**config.mk**
```make
export PLATFORM = sky130hd
export DESIGN_NAME = uart_rx_ext_flat
export DESIGN_NICKNAME = d
export VERILOG_FILES = /design/src/rtl/uart_rx_ext_if.sv /design/src/rtl/uart_rx_ext.sv /design/src/flat_wrapper.sv
export SDC_FILE = /design/constraint.sdc
export NUM_CORES = 1
export LEC_CHECK = 0
export CORE_AREA = 2 2 71 73
export DETAILED_ROUTE_END_ITERATION = 7
export DIE_AREA = 0 0 73 75
export SKIP_LAST_GASP = 1
export SLEW_MARGIN = 30
export SYNTH_ARGS = -nofsm -noshare
export SYNTH_HDL_FRONTEND = slang
export SYNTH_SLANG_ARGS = --single-unit
export TNS_END_PERCENT = 10
```
**constraint.sdc**
```tcl
create_clock -name i_clk -period 3.15 [get_ports i_clk]
set_input_delay 0.63 -clock i_clk [delete_from_list [all_inputs] [get_ports i_clk]]
set_output_delay 0.63 -clock i_clk [all_outputs]
set_load 0.03 [all_outputs]
```
**src/rtl/uart_rx_ext_if.sv**
```systemverilog
// uart_rx_ext_if -- result bundle produced by the UART receiver.
//
// Optional feature: UART_RX_PARITY_EN (when undefined, o_parityErr is held at 0).
//
// Signals (all driven by the receiver, master side):
//   o_rxStrobe   one-cycle pulse when a frame completes
//   o_rxByte     last received data word (NUM_DATA_BITS wide, LSB first on the line)
//   o_frameErr   last frame had a stop bit sampled low
//   o_parityErr  last frame failed the parity check
//   o_break      last frame was a break condition
//   o_busy       receiver is not idle
//
// Modports: master = receiver side, slave = consumer side.

interface uart_rx_ext_if #(
  parameter int NUM_DATA_BITS = 8
);
  logic                     o_rxStrobe;
  logic [NUM_DATA_BITS-1:0] o_rxByte;
  logic                     o_frameErr;
  logic                     o_parityErr;
  logic                     o_break;
  logic                     o_busy;

  modport master (
    output o_rxStrobe, o_rxByte, o_frameErr, o_parityErr, o_break, o_busy
  );

  modport slave (
    input  o_rxStrobe, o_rxByte, o_frameErr, o_parityErr, o_break, o_busy
  );
endinterface

```
**src/rtl/uart_rx_ext.sv**
```systemverilog
// uart_rx_ext -- oversampling UART receiver with frame-error and break detection.
//
// Optional feature: define UART_RX_PARITY_EN to add one parity bit after the
// data bits (checked against PARITY_ODD). Without it the frame has no parity
// bit and o_parityErr stays 0.
//
// Ports:
//   i_clk      clock, rising edge
//   i_reset_n  asynchronous active-low reset
//   i_rx       asynchronous serial line, idle high
//   rxIf       uart_rx_ext_if.master: strobe, data word, error flags, busy
//
// States:
//   IDLE      | waiting for a falling edge on the synchronized line
//   START     | timing to the middle of the start bit, rejecting glitches
//   DATA      | sampling NUM_DATA_BITS data bits, LSB first
//   PARITY    | sampling the parity bit (UART_RX_PARITY_EN only)
//   STOP      | sampling NUM_STOP_BITS stop bits
//   WAIT_HIGH | after a framing error, waiting for the line to return high

module uart_rx_ext #(
  parameter int CLKS_PER_BIT  = 217,
  parameter int NUM_DATA_BITS = 8,
  parameter int NUM_STOP_BITS = 1,
  parameter int PARITY_ODD    = 0
) (
  input  logic          i_clk,
  input  logic          i_reset_n,
  input  logic          i_rx,
  uart_rx_ext_if.master rxIf
);

  localparam int TW = $clog2(CLKS_PER_BIT);
  localparam int IW = 4;
  localparam logic [TW-1:0] HALF_CNT = TW'((CLKS_PER_BIT - 1) / 2);
  localparam logic [TW-1:0] LAST_CNT = TW'(CLKS_PER_BIT - 1);
  localparam logic [IW-1:0] LAST_DATA = IW'(NUM_DATA_BITS - 1);
  localparam logic [IW-1:0] LAST_STOP = IW'(NUM_STOP_BITS - 1);

  typedef enum logic [2:0] {
    IDLE      = 3'd0,
    START     = 3'd1,
    DATA      = 3'd2,
    STOP      = 3'd4,
    WAIT_HIGH = 3'd5
`ifdef UART_RX_PARITY_EN
    , PARITY  = 3'd3
`endif
  } state_t;

  state_t state, stateNext;

  logic rxMeta, rxS;

  logic [TW-1:0]            timer, timerNext;
  logic [IW-1:0]            bitIdx, bitIdxNext;
  logic [NUM_DATA_BITS-1:0] shadow, shadowNext;
  logic                     stopErr, stopErrNext;
  logic                     loadOut;
  logic                     frameErrNow, breakNow, parityErrNow;

  logic                     strobeQ, frameErrQ, parityErrQ, breakQ;
  logic [NUM_DATA_BITS-1:0] rxByteQ;

`ifdef UART_RX_PARITY_EN
  logic parBit, parBitNext;
`endif

  // Two-flop synchronizer; resets to the idle (high) line level.
  always_ff @(posedge i_clk or negedge i_reset_n) begin
    if (!i_reset_n) begin
      rxMeta <= 1'b1;
      rxS    <= 1'b1;
    end else begin
      rxMeta <= i_rx;
      rxS    <= rxMeta;
    end
  end

  always_ff @(posedge i_clk or negedge i_reset_n) begin
    if (!i_reset_n) begin
      state   <= IDLE;
      timer   <= '0;
      bitIdx  <= '0;
      shadow  <= '0;
      stopErr <= 1'b0;
`ifdef UART_RX_PARITY_EN
      parBit  <= 1'b0;
`endif
    end else begin
      state   <= stateNext;
      timer   <= timerNext;
      bitIdx  <= bitIdxNext;
      shadow  <= shadowNext;
      stopErr <= stopErrNext;
`ifdef UART_RX_PARITY_EN
      parBit  <= parBitNext;
`endif
    end
  end

  always_comb begin
    stateNext   = state;
    timerNext   = timer + TW'(1);
    bitIdxNext  = bitIdx;
    shadowNext  = shadow;
    stopErrNext = stopErr;
    loadOut     = 1'b0;
`ifdef UART_RX_PARITY_EN
    parBitNext  = parBit;
`endif

    case (state)
      IDLE: begin
        timerNext   = '0;
        bitIdxNext  = '0;
        stopErrNext = 1'b0;
        if (!rxS) stateNext = START;
      end

      START: begin
        if (timer == HALF_CNT) begin
          timerNext = '0;
          // A high line at mid start bit is a glitch: drop it silently.
          stateNext = rxS ? IDLE : DATA;
        end
      end

      DATA: begin
        if (timer == LAST_CNT) begin
          timerNext  = '0;
          shadowNext = {rxS, shadow[NUM_DATA_BITS-1:1]};
          if (bitIdx == LAST_DATA) begin
            bitIdxNext = '0;
`ifdef UART_RX_PARITY_EN
            stateNext  = PARITY;
`else
            stateNext  = STOP;
`endif
          end else begin
            bitIdxNext = bitIdx + IW'(1);
          end
        end
      end

`ifdef UART_RX_PARITY_EN
      PARITY: begin
        if (timer == LAST_CNT) begin
          timerNext  = '0;
          parBitNext = rxS;
          stateNext  = STOP;
        end
      end
`endif

      STOP: begin
        if (timer == LAST_CNT) begin
          timerNext = '0;
          if (!rxS) stopErrNext = 1'b1;
          if (bitIdx == LAST_STOP) begin
            bitIdxNext = '0;
            loadOut    = 1'b1;
            // A framing error may mean the line is still low (break);
            // do not re-arm until it has returned high.
            stateNext  = (stopErr || !rxS) ? WAIT_HIGH : IDLE;
          end else begin
            bitIdxNext = bitIdx + IW'(1);
          end
        end
      end

      WAIT_HIGH: begin
        timerNext = '0;
        if (rxS) stateNext = IDLE;
      end

      default: begin
        stateNext  = IDLE;
        timerNext  = '0;
        bitIdxNext = '0;
      end
    endcase
  end

  // Flag values for the frame completing this cycle (used only with loadOut).
  assign frameErrNow = stopErr | ~rxS;
`ifdef UART_RX_PARITY_EN
  assign parityErrNow = (^{parBit, shadow}) ^ PARITY_ODD[0];
  assign breakNow     = frameErrNow & (shadow == '0) & ~parBit;
`else
  assign parityErrNow = 1'b0;
  assign breakNow     = frameErrNow & (shadow == '0);
`endif

  always_ff @(posedge i_clk or negedge i_reset_n) begin
    if (!i_reset_n) begin
      strobeQ    <= 1'b0;
      rxByteQ    <= '0;
      frameErrQ  <= 1'b0;
      parityErrQ <= 1'b0;
      breakQ     <= 1'b0;
    end else begin
      strobeQ <= loadOut;
      if (loadOut) begin
        rxByteQ    <= shadow;
        frameErrQ  <= frameErrNow;
        parityErrQ <= parityErrNow;
        breakQ     <= breakNow;
      end
    end
  end

  assign rxIf.o_rxStrobe  = strobeQ;
  assign rxIf.o_rxByte    = rxByteQ;
  assign rxIf.o_frameErr  = frameErrQ;
  assign rxIf.o_parityErr = parityErrQ;
  assign rxIf.o_break     = breakQ;
  assign rxIf.o_busy      = (state != IDLE);

endmodule

```
**src/flat_wrapper.sv**
```systemverilog
// flat-port wrapper written by rule: the top's interface ports become plain ports
module uart_rx_ext_flat 
#(
  parameter int CLKS_PER_BIT  = 217,
  parameter int NUM_DATA_BITS = 8,
  parameter int NUM_STOP_BITS = 1,
  parameter int PARITY_ODD    = 0
)
  (i_clk, i_reset_n, i_rx, rxIf_o_rxStrobe, rxIf_o_rxByte, rxIf_o_frameErr, rxIf_o_parityErr, rxIf_o_break, rxIf_o_busy);
  uart_rx_ext_if #(.NUM_DATA_BITS(NUM_DATA_BITS)) rxIf_i ();
  input  logic i_clk;
  input  logic i_reset_n;
  input  logic i_rx;
  output wire logic [$bits(rxIf_i.o_rxStrobe)-1:0] rxIf_o_rxStrobe;
  output wire logic [$bits(rxIf_i.o_rxByte)-1:0] rxIf_o_rxByte;
  output wire logic [$bits(rxIf_i.o_frameErr)-1:0] rxIf_o_frameErr;
  output wire logic [$bits(rxIf_i.o_parityErr)-1:0] rxIf_o_parityErr;
  output wire logic [$bits(rxIf_i.o_break)-1:0] rxIf_o_break;
  output wire logic [$bits(rxIf_i.o_busy)-1:0] rxIf_o_busy;
  assign rxIf_o_rxStrobe = rxIf_i.o_rxStrobe;
  assign rxIf_o_rxByte = rxIf_i.o_rxByte;
  assign rxIf_o_frameErr = rxIf_i.o_frameErr;
  assign rxIf_o_parityErr = rxIf_i.o_parityErr;
  assign rxIf_o_break = rxIf_i.o_break;
  assign rxIf_o_busy = rxIf_i.o_busy;
  uart_rx_ext #(.CLKS_PER_BIT(CLKS_PER_BIT), .NUM_DATA_BITS(NUM_DATA_BITS), .NUM_STOP_BITS(NUM_STOP_BITS), .PARITY_ODD(PARITY_ODD)) u_core (.i_clk(i_clk), .i_reset_n(i_reset_n), .i_rx(i_rx), .rxIf(rxIf_i));
endmodule
```
=== After elaboration in Yosys (flattened, before gate mapping) ===
Index checks and enable logic that the tools add are counted.

* Register bits: 37
* Output and inout port bits: 13
* Input port bits: 3

* Equality and inequality tests: 15
* Bitwise operators: 4
* Add/sub/neg operators: 2
* Reductions and logical operators: 13
* Mux-type cells: 24

{| class="wikitable"
|+ Operators with widths
! operator !! number
|-
| 2-to-1 mux 3 bit || 8
|-
| 2-to-1 mux 4 bit || 4
|-
| 2-to-1 mux 8 bit || 2
|-
| one-hot mux 8 bit (2 select lines) || 1
|-
| one-hot mux 3 bit (5 select lines) || 1
|-
| != test 2 x 1 -> 1 bit, second input constant || 6
|-
| one-hot mux 4 bit (3 select lines) || 1
|-
| adder 8 x 1 -> 8 bit, second input constant || 1
|-
| == test 8 x 7 -> 1 bit, second input constant || 1
|-
| == test 8 bit, second input constant || 1
|-
| logical NOT 8 bit || 1
|-
| AND reduction 7 bit || 1
|-
| == test 3 bit, second input constant || 2
|-
| AND reduction 3 bit || 2
|-
| 2-to-1 mux 1 bit || 5
|-
| adder 4 x 1 -> 4 bit, second input constant || 1
|-
| == test 4 x 3 -> 1 bit, second input constant || 1
|-
| logical NOT 4 bit || 1
|-
| != test 2 bit, second input constant || 2
|-
| OR reduction 2 bit || 2
|-
| == test 3 x 1 -> 1 bit, second input constant || 1
|-
| == test 3 x 2 -> 1 bit, second input constant || 1
|-
| logical NOT 3 bit || 1
|-
| nonzero test 3 bit || 1
|-
| other kinds (9) || 10
|}

=== Logic depth before layout (Yosys ltp) ===
* Word-level depth: 6
* Gate-level depth with buffers: 7
* Depth with buffers taken out: 6

=== Least setup slack after synthesis ===
Ideal clock, no wire load.

* Path type: register to register
* Start point: reg u_core.bitIdx[0]
* End point: reg u_core.rxByteQ[0], in the netlist u_core.rxIf.o_rxByte[0]
* Stages on the path, launching flop included: 8
* Arrival time: 1744 ps
* Path buffers: 1
* Clock period less this slack: 1869 ps
* Setup slack: 1281 ps
* Data required time: 3025 ps
* Setup time: 125 ps
* Cells stage by stage: dfrtp_1 > inv_1 > ha_1 > or3b_1 > nor4_4 > nand3_2 > buf_6 > mux2_4

* Cells in the longest elaborated chain, start to end: 4

{| class="wikitable"
|+ RTL lines
! item !! RTL line !! text
|-
| start: declaration || uart_rx_ext.sv:56 || <nowiki>logic [IW-1:0] bitIdx, bitIdxNext;</nowiki>
|-
| start signal: assignment || uart_rx_ext.sv:93 || <nowiki>bitIdx <= bitIdxNext;</nowiki>
|-
| logical NOT 4 bit || uart_rx_ext.sv:160 || <nowiki>if (bitIdx == LAST_STOP) begin</nowiki>
|-
| 2-to-1 mux 1 bit || uart_rx_ext.sv:160 ||
|-
| 2-to-1 mux 1 bit || uart_rx_ext.sv:157 || <nowiki>if (timer == LAST_CNT) begin</nowiki>
|-
| 2-to-1 mux 1 bit || uart_rx_ext.sv:113 || <nowiki>case (state)</nowiki>
|-
| end signal: assignment || uart_rx_ext.sv:205 || <nowiki>rxByteQ <= shadow;</nowiki>
|-
| end: declaration || uart_rx_ext.sv:63 || <nowiki>logic [NUM_DATA_BITS-1:0] rxByteQ;</nowiki>
|}

Every way passes these cells.
A chain may end at the register's enable or synchronous reset.

=== Final worst setup path ===
* Start point: reg u_core.state[0]
* End point: out rxIf_o_busy

* Cells in the longest elaborated chain, start to end: 1

{| class="wikitable"
|+ RTL lines
! item !! RTL line !! text
|-
| start: declaration || uart_rx_ext.sv:51 || <nowiki>state_t state, stateNext;</nowiki>
|-
| start signal: assignment || uart_rx_ext.sv:91 || <nowiki>state <= stateNext;</nowiki>
|-
| nonzero test 3 bit || uart_rx_ext.sv:218 || <nowiki>assign rxIf.o_busy = (state != IDLE);</nowiki>
|-
| end: declaration || flat_wrapper.sv:19 || <nowiki>output wire logic [$bits(rxIf_i.o_busy)-1:0] rxIf_o_busy;</nowiki>
|}

Every way passes these cells.

==> flow_summary.ini <==
[route]
wl_microns = 3120
drtPass1Iterations = 4
remaining_drc_errors = 0
ant_nets = 0
routed_via_density = 5.32
via_count = 1191
drt_first_iter_violations = 64
avgRoutedWirePerCell_microns = 13.9

[pwr]
combPwrFrac_pct = 1.7
p_per_area_mw_per_mm2 = 386
p_seq_share_pct = 59.6
clkPwrFrac_pct = 38.6
cellInternalPower_uw = 634
peakVddDrop_uv = 137
switching_share_pct = 21.1
power_switching_uw = 170
cellLeakagePower_uw = 0.000928
total_power_uw = 804

[final_layout]
layout_commonest_cell = dfrtp_1
fin_util_pct = 44.6
insertedDiodeCount = 0
mostFrequentLayoutCells = dfrtp_1, clkdlybuf4s50_1, nor2_1
syn_to_final_growth_pct = 14.6
fill_cells = 424
nNetsFinal = 176
layout-drive-gt1-share_pct = 23.5

[sta]
worst_slew_pin_slew_ns = 0.503
final_max_slew_viol_count = 0
setup_violations = 0
period_minus_slack_ns = 2.44
fin_skew_ns = 0.00556
hold_violations = 0
rsz0062_at_grt = false
fmax_mhz = 410
slew_headroom_pct = 66.4
setup_tns_ns = 0
fin_crit_sh_pct = 77.4

[die]
core_sq_mm = 0.00466
start_util_pct = 38.9
dieArea_sq_mm = 0.00548
die_w_microns = 73
io_pins = 16
std_cell_rows = 25
die_height_microns = 75

[synthesis]
synthArstFlopShare_pct = 100
synth_cell_types = 54
synth-main-ff-cell = dfrtp_1
synthCells = 152
synth_top_cell_area_share_pct = 48.3
ys_ff_latch = 37
netlist_area_sq_mm = 0.00181
synth_area_leaders = dfrtp_1, mux2_2, mux2_4
syn_area_per_cell_sq_um = 11.9
yosys_warnings = 0
yosysSeqAreaShare_pct = 51.2
synth_top_area_cell = dfrtp_1
synth_enable_flop_cells = 0
synth_nets = 159

[placed_design]
hpwl_microns = 2250
routabilityCongestion = 0.846
port_buffers = 14

[clocking]
clkSinkCount = 37
path_clk_slew_ns = 0.06
cts_buffers = 5
cts_setup_buffers = 0
clk_path_buf_depth = 2
cts_root_buffer = clkbuf_8
cts_tree = yes
h-tree-depth = 2
ctsHoldBuffers = 0
clock_latency_ns = 0.28
cts-resized-gates = 0

[setup_path]
critical_path_required_ns = 2.52
cp-start-kind = flop
crit_slowest_cell = clkdlybuf4s50_1
worstSetupPathType = reg -> out
critical_path_arrival_ns = 1.81
r2r_slack_ns = 1.00
r2r_start = u_core.bitIdx[0]$_DFFE_PN0P_
critical_path.max_stage_delay_ns = 0.60
path_cells = or3_1 -> clkdlybuf4s50_1
r2r-end = u_core.rxIf.o_rxByte[5]$_DFFE_PN0P_
crit_fanout = 12
critPathCaptureType = output pin
r2r_cells = 6

[grt]
first_global_vias = 1138
grt_usage_pct = 13.1
grt_first_pass_wirelength_microns = 5400
grt_start_max_net_pins = 38
grt_overflow = 0
antenna_found_initial = 0

[min_path]
holdCritPathClass = reg -> reg
holdPathStages = 0
whs_endpoint = u_core.rxS$_DFF_PN1_
hold_start = u_core.rxMeta$_DFF_PN1_

[job]
drv_cap = 0

[run_status]
status = finished clean
-- cells in the mapped netlist (2+ instances only) --
master / n
xor2_1: 3
a21oi_1: 4
inv_1: 7
ha_1: 4
and3_1: 2
nor4_1: 3
nand2b_1: 3
xnor2_1: 3
nand3_1: 4
or3_1: 2
nand3_2: 2
nor2b_1: 2
mux2_2: 10
nor2_1: 11
o21ai_0: 2
nand2_1: 6
o22ai_1: 2
o221ai_1: 2
dfstp_2: 2
a31oi_1: 3
a22o_1: 2
mux2_4: 7
dfrtp_1: 35
-- area by class of cell --
class                           instances  area, sq um  share of cell area, %
Clock inverter                          2         10.0                  0.481
Tap cell                               54         67.6                   3.25
Clock buffer                            6         72.6                   3.49
Sequential cell                        37          928                   44.6
Timing Repair Buffer                   15          148                   7.10
Inverter                                7         26.3                   1.26
Multi-Input combinational cell        103          827                   39.8
-- stage by stage --
step           worst slack (ns)  hold WS, ns  cell area [sq um]  instances
2_1_floorplan              1.28        0.334               1810        152
3_3_place_gp               1.03        0.350               2000        216
3_5_place_dp               1.01        0.351               2000        216
4_1_cts                   0.709        0.364               2080        224
5_1_grt                   0.663        0.369               2080        224
6_report                  0.712        0.362               2080        224
-- power by group through the flow --
stage                     registers, uW  logic [uW]  clock network [uW]
after floorplan                     487        3.01                   0
after global placement              488        14.4                   0
after detailed placement            488        15.0                   0
after CTS                           479        15.0                 321
after global routing                479        16.7                 342
final                               479        13.9                 311
-- state kept, by name (all words and copies together), names as in the netlist --
register	cells
u_core.rxS	1
u_core.bitIdx	4
u_core.rxMeta	1
u_core.state	3
u_core.rxIf.o_rxByte	8
u_core.rxIf.o_rxStrobe	1
u_core.timer	8
u_core.stopErr	1
u_core.rxIf.o_frameErr	1
u_core.rxIf.o_break	1
u_core.shadow	8
-- worst max-delay path: cells and delay by family, from the launching register on --
kind                   cells  cell delay [ns]
and+or+nand+nor            1             0.43
DFF                        1             0.50
buffers and inverters      1             0.60
-- logic make-up (layout without fill, tap and decap cells) --
| kind of cell | after synthesis | after routing | synth area share (%) |
|---|---|---|---|
| adder cells (fa/ha/maj) | 4 | 4 | 2.76 |
| AND/OR/NAND/NOR | 48 | 48 | 16.3 |
| multiplexers | 18 | 18 | 12.6 |
| XOR/XNOR | 6 | 6 | 2.90 |
| flip-flops | 37 | 37 | 51.2 |
| other | 1 | 1 | 0.207 |
| buffers and inverters | 12 | 30 | 3.24 |
| AO/OA/AOI/OAI | 26 | 26 | 10.9 |
-- worst max path at each step --
| stage | startpoint | to | cells after the start |
|---|---|---|---|
| finish | u_core.state[0]$_DFFE_PN0P_ | rxIf_o_busy | 2 |
| CTS | u_core.state[0]$_DFFE_PN0P_ | rxIf_o_busy | 2 |
| detailed placement | u_core.bitIdx[0]$_DFFE_PN0P_ | u_core.rxIf.o_rxByte[4]$_DFFE_PN0P_ | 6 |
| global placement | u_core.state[0]$_DFFE_PN0P_ | rxIf_o_busy | 2 |
| global route | u_core.state[0]$_DFFE_PN0P_ | rxIf_o_busy | 2 |
| floorplan | u_core.bitIdx[0]$_DFFE_PN0P_ | u_core.rxIf.o_rxByte[0]$_DFFE_PN0P_ | 7 |
-- layer usage --
layer / share of wire, % / wire length (microns) / track usage [%] / vias up
li1: - / - / - / 577
met1: 48 / 1490 / 17.5 / 578
met4: 1.4 / 43 / 4.94 / 0
met2: 46 / 1440 / 19.7 / 31
met3: 4.8 / 150 / 4.42 / 5
met5: 0 / 0 / 0 / -
No activity file was read; power rests on OpenSTA's default activity.
